**config.mk**
```make
export PLATFORM = sky130hd
export DESIGN_NAME = ifetch_prefetch_flat
export DESIGN_NICKNAME = d
export VERILOG_FILES = /design/src/rtl/ifetch_pkg.sv /design/src/rtl/ifetch_prefetch_if.sv /design/src/rtl/ifetch_fifo.sv /design/src/rtl/ifetch_prefetch.sv /design/src/flat_wrapper.sv
export SDC_FILE = /design/constraint.sdc
export NUM_CORES = 1
export LEC_CHECK = 0
export BUFFER_PORTS_ARGS = -buffer_cell sky130_fd_sc_hd__buf_2
export CAP_MARGIN = 20
export CORE_MARGIN = 2
export CORE_UTILIZATION = 55
export DETAILED_ROUTE_END_ITERATION = 10
export MAX_ROUTING_LAYER = met4
export PLACE_DENSITY_LB_ADDON = 0.08
export SYNTH_ARGS = -nofsm -noshare
export SYNTH_HDL_FRONTEND = slang
export SYNTH_HIERARCHICAL = 1
export SYNTH_SLANG_ARGS = --single-unit
```
**constraint.sdc**
```tcl
create_clock -name clk -period 5.4 [get_ports clk]
set_clock_uncertainty 0.05 [all_clocks]
set_input_delay 0.27 -clock clk [delete_from_list [all_inputs] [get_ports clk]]
set_output_delay 0.27 -clock clk [all_outputs]
set_load 0.02 [all_outputs]
```
**src/rtl/ifetch_pkg.sv**
```systemverilog
// Shared types and opcode constants for the instruction-fetch stage.
package ifetch_pkg;

  localparam int INSTR_W = 32;
  localparam int OPC_MSB = 31;
  localparam int OPC_LSB = 26;
  localparam logic [5:0] OP_J   = 6'h02;
  localparam logic [5:0] OP_JAL = 6'h03;

  typedef struct packed {
    logic [INSTR_W-1:0] instr;
    logic [31:0]        pc;
    logic [31:0]        pc4;
    logic               jpred;
  } fetch_entry_t;

  function automatic logic is_jump(input logic [INSTR_W-1:0] instr);
    return (instr[OPC_MSB:OPC_LSB] == OP_J) || (instr[OPC_MSB:OPC_LSB] == OP_JAL);
  endfunction

endpackage

```
**src/rtl/ifetch_prefetch_if.sv**
```systemverilog
// Fetch-stage bus bundle: ROM request/response, redirect input and decode-side queue head.
interface ifetch_prefetch_if #(
  parameter int IMEM_AW = 14
);
  import ifetch_pkg::*;

  logic                 imem_en;
  logic [IMEM_AW-1:0]   imem_addr;
  logic [INSTR_W-1:0]   imem_rdata;
  logic                 redirect_valid;
  logic [31:0]          redirect_pc;
  logic                 out_valid;
  logic                 out_ready;
  logic [INSTR_W-1:0]   out_instr;
  logic [31:0]          out_pc;
  logic [31:0]          out_pc4;
  logic                 out_jpred;
  logic                 misalign;

  modport master (
    output imem_en, imem_addr,
    input  imem_rdata,
    input  redirect_valid, redirect_pc,
    output out_valid,
    input  out_ready,
    output out_instr, out_pc, out_pc4, out_jpred, misalign
  );

  modport slave (
    input  imem_en, imem_addr,
    output imem_rdata,
    output redirect_valid, redirect_pc,
    input  out_valid,
    output out_ready,
    input  out_instr, out_pc, out_pc4, out_jpred, misalign
  );

endinterface

```
**src/rtl/ifetch_fifo.sv**
```systemverilog
// Synchronous FIFO of fetch entries with single-cycle flush; head is read straight from storage.
module ifetch_fifo
  import ifetch_pkg::*;
#(
  parameter int DEPTH = 4
) (
  input  logic                     clk,
  input  logic                     reset,
  input  logic                     flush,
  input  logic                     push,
  input  fetch_entry_t             din,
  input  logic                     pop,
  output fetch_entry_t             dout,
  output logic                     full,
  output logic                     empty,
  output logic [$clog2(DEPTH):0]   count
);

  localparam int AW = $clog2(DEPTH);
  localparam int CW = AW + 1;

  fetch_entry_t   mem [DEPTH];
  logic [AW-1:0]  rd_ptr;
  logic [AW-1:0]  wr_ptr;
  logic           do_push;
  logic           do_pop;

  assign empty   = (count == '0);
  assign full    = (count == CW'(DEPTH));
  assign do_pop  = pop && !empty;
  // A full queue may still accept a push when the head leaves in the same cycle.
  assign do_push = push && (!full || do_pop);
  assign dout    = mem[rd_ptr];

  always_ff @(posedge clk) begin
    if (reset || flush) begin
      rd_ptr <= '0;
      wr_ptr <= '0;
      count  <= '0;
    end else begin
      if (do_push) wr_ptr <= wr_ptr + AW'(1);
      if (do_pop)  rd_ptr <= rd_ptr + AW'(1);
      case ({do_push, do_pop})
        2'b10:   count <= count + CW'(1);
        2'b01:   count <= count - CW'(1);
        default: count <= count;
      endcase
    end
  end

  always_ff @(posedge clk) begin
    if (do_push && !flush) mem[wr_ptr] <= din;
  end

endmodule

```
**src/rtl/ifetch_prefetch.sv**
```systemverilog
// Decoupled instruction fetch: PC, credit-based ROM requests, return queue, redirect flush.
// Optional j/jal predecode is enabled by defining IFETCH_JPREDECODE_EN.
module ifetch_prefetch
  import ifetch_pkg::*;
#(
  parameter logic [31:0] RESET_PC = 32'h0000_0000,
  parameter int          DEPTH    = 4,
  parameter int          IMEM_AW  = 14
) (
  input  logic               clk,
  input  logic               reset,
  ifetch_prefetch_if.master  bus
);

  localparam int CW = $clog2(DEPTH) + 1;

  logic [31:0]   fetch_pc;
  logic          infl_vld_p1;
  logic [31:0]   infl_pc_p1;
  logic          misalign_p1;

  logic [CW-1:0] fifo_count;
  logic          fifo_full;
  logic          fifo_empty;
  fetch_entry_t  push_entry;
  fetch_entry_t  head;

  logic          pop;
  logic          push;
  logic          issue;
  logic          ret_vld;
  logic          jdet;
  logic [31:0]   jtarget;
  logic [CW:0]   credit_need;

  assign pop = !fifo_empty && bus.out_ready;

  // Slots already owed: queued entries plus the response still on its way, minus the one leaving.
  assign credit_need = {1'b0, fifo_count} + {{CW{1'b0}}, infl_vld_p1} - {{CW{1'b0}}, pop};
  assign issue       = !reset && !bus.redirect_valid && (credit_need < (CW+1)'(DEPTH));

  assign bus.imem_en   = issue;
  assign bus.imem_addr = fetch_pc[IMEM_AW+1:2];

  assign ret_vld = infl_vld_p1 && !bus.redirect_valid;
  assign push    = ret_vld && (!fifo_full || pop);

`ifdef IFETCH_JPREDECODE_EN
  assign jdet    = ret_vld && is_jump(bus.imem_rdata);
  assign jtarget = {push_entry.pc4[31:28], bus.imem_rdata[25:0], 2'b00};
`else
  assign jdet    = 1'b0;
  assign jtarget = '0;
`endif

  always_comb begin
    push_entry       = '0;
    push_entry.instr = bus.imem_rdata;
    push_entry.pc    = infl_pc_p1;
    push_entry.pc4   = infl_pc_p1 + 32'd4;
    push_entry.jpred = jdet;
  end

  // Stage p0 -> p1: request issue, PC advance, redirect/predecode steering
  always_ff @(posedge clk) begin
    if (reset) begin
      fetch_pc    <= RESET_PC;
      infl_vld_p1 <= 1'b0;
      misalign_p1 <= 1'b0;
    end else begin
      misalign_p1 <= bus.redirect_valid && (bus.redirect_pc[1:0] != 2'b00);
      infl_vld_p1 <= issue && !jdet;
      if (bus.redirect_valid)
        fetch_pc <= {bus.redirect_pc[31:2], 2'b00};
      else if (jdet)
        fetch_pc <= jtarget;
      else if (issue)
        fetch_pc <= fetch_pc + 32'd4;
    end
  end

  always_ff @(posedge clk) begin
    if (issue) infl_pc_p1 <= fetch_pc;
  end

  // Stage p1 -> p2: returned word enters the queue
  ifetch_fifo #(
    .DEPTH (DEPTH)
  ) u_fifo (
    .clk   (clk),
    .reset (reset),
    .flush (bus.redirect_valid),
    .push  (push),
    .din   (push_entry),
    .pop   (pop),
    .dout  (head),
    .full  (fifo_full),
    .empty (fifo_empty),
    .count (fifo_count)
  );

  assign bus.out_valid = !fifo_empty;
  assign bus.out_instr = head.instr;
  assign bus.out_pc    = head.pc;
  assign bus.out_pc4   = head.pc4;
  assign bus.out_jpred = head.jpred && !fifo_empty;
  assign bus.misalign  = misalign_p1;

endmodule

```
**src/flat_wrapper.sv**
```systemverilog
// flat-port wrapper written by rule: the top's interface ports become plain ports
module ifetch_prefetch_flat import ifetch_pkg::*;
#(
  parameter logic [31:0] RESET_PC = 32'h0000_0000,
  parameter int          DEPTH    = 4,
  parameter int          IMEM_AW  = 14
)
  (clk, reset, bus_imem_en, bus_imem_addr, bus_imem_rdata, bus_redirect_valid, bus_redirect_pc, bus_out_valid, bus_out_ready, bus_out_instr, bus_out_pc, bus_out_pc4, bus_out_jpred, bus_misalign);
  ifetch_prefetch_if #(.IMEM_AW(IMEM_AW)) bus_i ();
  input  logic clk;
  input  logic reset;
  output wire logic [$bits(bus_i.imem_en)-1:0] bus_imem_en;
  output wire logic [$bits(bus_i.imem_addr)-1:0] bus_imem_addr;
  input wire logic [$bits(bus_i.imem_rdata)-1:0] bus_imem_rdata;
  input wire logic [$bits(bus_i.redirect_valid)-1:0] bus_redirect_valid;
  input wire logic [$bits(bus_i.redirect_pc)-1:0] bus_redirect_pc;
  output wire logic [$bits(bus_i.out_valid)-1:0] bus_out_valid;
  input wire logic [$bits(bus_i.out_ready)-1:0] bus_out_ready;
  output wire logic [$bits(bus_i.out_instr)-1:0] bus_out_instr;
  output wire logic [$bits(bus_i.out_pc)-1:0] bus_out_pc;
  output wire logic [$bits(bus_i.out_pc4)-1:0] bus_out_pc4;
  output wire logic [$bits(bus_i.out_jpred)-1:0] bus_out_jpred;
  output wire logic [$bits(bus_i.misalign)-1:0] bus_misalign;
  assign bus_imem_en = bus_i.imem_en;
  assign bus_imem_addr = bus_i.imem_addr;
  assign bus_i.imem_rdata = bus_imem_rdata;
  assign bus_i.redirect_valid = bus_redirect_valid;
  assign bus_i.redirect_pc = bus_redirect_pc;
  assign bus_out_valid = bus_i.out_valid;
  assign bus_i.out_ready = bus_out_ready;
  assign bus_out_instr = bus_i.out_instr;
  assign bus_out_pc = bus_i.out_pc;
  assign bus_out_pc4 = bus_i.out_pc4;
  assign bus_out_jpred = bus_i.out_jpred;
  assign bus_misalign = bus_i.misalign;
  ifetch_prefetch #(.RESET_PC(RESET_PC), .DEPTH(DEPTH), .IMEM_AW(IMEM_AW)) u_core (.clk(clk), .reset(reset), .bus(bus_i));
endmodule
```
==> metrics.txt <==
status finished clean; area added between synthesis and finish 19.8%; # DRC 0; Worst Path Arrival 4.24 ns; Slew headroom a little over two fifths; TritonCTS Buffers 47; Setup Fix Bufs, Post-CTS 0; first-pass GRT wire length around 53000 um; Yosys top cell area share 69.8%; antenna violations before repair 0; YS warnings 6; sequential fraction of the synthesis area 74.4%; largest cells by area after synthesis edfxtp_1, mux4_2, dfxtp_1, xnor2_1, xor2_1; CP Class flop to output port; final period utilization between 80 and 90%; Die Wd ~180 um; core area between 30000 and 40000 um^2; LEAKAGE around 7.1 nW; CP Data Required Time 5.08 ns; gr usage total 21.0%; largest net degree at the start of global routing 67; vias in the first global route a little over 9000; Synth async-reset ratio 0%; fraction of layout cells with a size suffix above 1 30.7%; Port Buffers 181; worst hold slack 0.0148 ns; final core utilization 66.5%; clock root cell clkbuf_16; vias post-DR 9257; Starting Density a little under three fifths; Routed WL per cell ~21 um; Mapped Area 18000 um^2; Row Count 66; RSZ-0062 raised after global routing no; Post-Syn Instances 924; total grt overflow 0; Max Freq around 220 MHz; DRT iter0 DRCs 720; final setup fails 0; Avg Cell Area, Syn ~19 um^2; Worst-path clk slew 0.06 ns; Post-synth EDFFs ~420; vias per cell 5.57; Total Wirelength 34400 um; DRT Pass-1 Iters 5; DP HPWL 20700 um; crit path launch type flop; #FFs+latches synth 459; critical path peak fanout 31; Final #Nets 1261; synth unique cells 55; final hold violation count 0; routability cong. 0.835; Final TNS setup 0 ns; pre-CTS setup slack 1.34 ns; Die Ht 185 um; Worst-Skew Late Latency 0.53 ns; Seq. cell area 13400 um^2; IO Pins 182; Pins Over Slew Limit 0; max_cap viols 0; Peak VDD IR around 350 uV; Hold Path Class primary input to flop; pwr dens 350 nW/um^2; post-layout min period approximately 4.6 ns; Antenna diodes 0; Worst-Margin Slew 0.863 ns; Fillers 2222; area leader, netlist edfxtp_1; CTS tree built; DRT antenna net count 0; Final WS setup 0.845 ns; most used flip-flop cell after synthesis edfxtp_1; Critical Path End Type output port; area of the multi-input gates 4300 um^2; clk buf depth 3; clk sink count ~460; H-tree levels 2; full die area 34200 um^2
==> timing repair <==
action | CTS | global route
gates resized for setup | 0 | 0
endpoints found under the hold margin | 151 | 0
hold buffers | 55 | 0
setup endpoints to repair | 0 | 0
==> final cells by class <==
class / count / area share (%)
well taps: 442 / 2.57
inverters: 16 / 0.279
clock inverters: 18 / 1.36
clock buffers: 67 / 6.19
flip-flops and latches: 459 / 62.1
multi-input cells: 410 / 20.0
repair buffers: 249 / 7.51
==> sequential cells by signal (all words and copies together) (netlist names), named ones only <==
signal / count
u_core/bus.misalign: 1
u_core/fetch_pc: 30
u_core/infl_pc_p1: 30
u_core/u_fifo/rd_ptr: 2
u_core/u_fifo/mem: 388
u_core/infl_vld_p1: 1
u_core/u_fifo/wr_ptr: 2
u_core/u_fifo/count: 3
==> path summary, 6_finish.rpt <==
| kind | from | endpoint | slack [ns] | depth (start not counted) |
|---|---|---|---|---|
| setup / recovery | u_core/u_fifo/count[2] | bus_imem_en | 0.84 | 10 |
| setup reg to reg | u_core/u_fifo/count[2] | u_core/fetch_pc[28] | 1.21 | 10 |
| hold / removal | bus_redirect_pc[0] | u_core/bus.misalign | 0.01 | 3 |
| hold reg to reg | u_core/fetch_pc[23] | u_core/infl_pc_p1[23] | 0.43 | 0 |
==> worst max-delay path, stage by stage, from the launching register on <==
cell and delay [ns]:
dfxtp_1 0.57, nor3_1 0.17, nor2b_1 0.58, ha_1 0.27, inv_1 0.04, ha_1 0.25, and3b_1 0.23, o21a_1 0.37
nor2_1 0.20, nor2_4 0.69, buf_2 0.31
==> layout by cell type (no fill, tap or decap), drive strengths merged, types with 5 or more instances in the layout <==
cell / count
clkinv: 8
a21oi: 7
or3: 8
dlygate4sd3: 55
nand4: 15
nor2: 41
o21ai: 11
a211oi: 19
a311oi: 6
ha: 9
nand2: 22
xnor2: 34
bufinv: 8
xor2: 19
conb: 20
inv: 17
mux4: 97
a2111oi: 5
clkbuf: 67
o21bai: 6
buf: 194
and2: 9
and4: 8
nand3: 17
o2111ai: 7
edfxtp: 418
dfxtp: 41
==> Yosys cell counts (all sizes together), types with 2 or more instances <==
cell       n
a2111oi    5
a211oi    19
a21oi      7
a311oi     6
a31oi      3
and2       9
and3       3
and4       8
buf       35
clkbuf    23
dfxtp     41
edfxtp   418
ha         9
inv       16
mux2i      3
mux4      97
nand2     22
nand2b     2
nand3     17
nand3b     3
nand4     15
nor2      41
nor2b      3
nor3       3
nor4       3
o2111ai    7
o211ai     4
o21a       2
o21ai     11
o21bai     6
o31ai      4
or2        3
or3        8
or4        4
xnor2     34
xor2      19
==> where the power goes <==
| part | switching (mW) | total [mW] | internal [mW] |
|---|---|---|---|
| Clock | 1.24 | 3.34 | 2.10 |
| Sequential | 0.0524 | 3.97 | 3.92 |
| Combinational | 0.128 | 0.225 | 0.0975 |
==> per-stage QoR <==
| stage | total power, mW | area (um^2) | std cells |
|---|---|---|---|
| floorplan | 4.15 | 18100 | 943 |
| global placement | 4.24 | 19400 | 1521 |
| detailed placement | 4.24 | 19400 | 1521 |
| CTS | 7.61 | 21500 | 1661 |
| global route | 7.78 | 21500 | 1661 |
| finish | 7.54 | 21500 | 1661 |
==> layer usage <==
layer / vias to the layer above / routed length, um / global-route usage, %
li1: 4241 / - / -
met1: 4674 / 15700 / 30.4
met2: 298 / 15800 / 31.4
met3: 44 / 2290 / 4.09
met4: 0 / 667 / 5.14
met5: - / 0 / -
==> logic make-up after synthesis <==
group	Yosys count	share of synthesized area, %
muxes	100	12.3
adders and majority gates	10	0.738
and+or+nand+nor	147	4.36
buffers and inverters	74	2.25
other	1	0.0209
AOI/OAI and AO/OA	80	3.37
xor gates and xnor gates	53	2.58
DFF	459	74.4
Note: power is estimated with default switching activity, not from simulation.
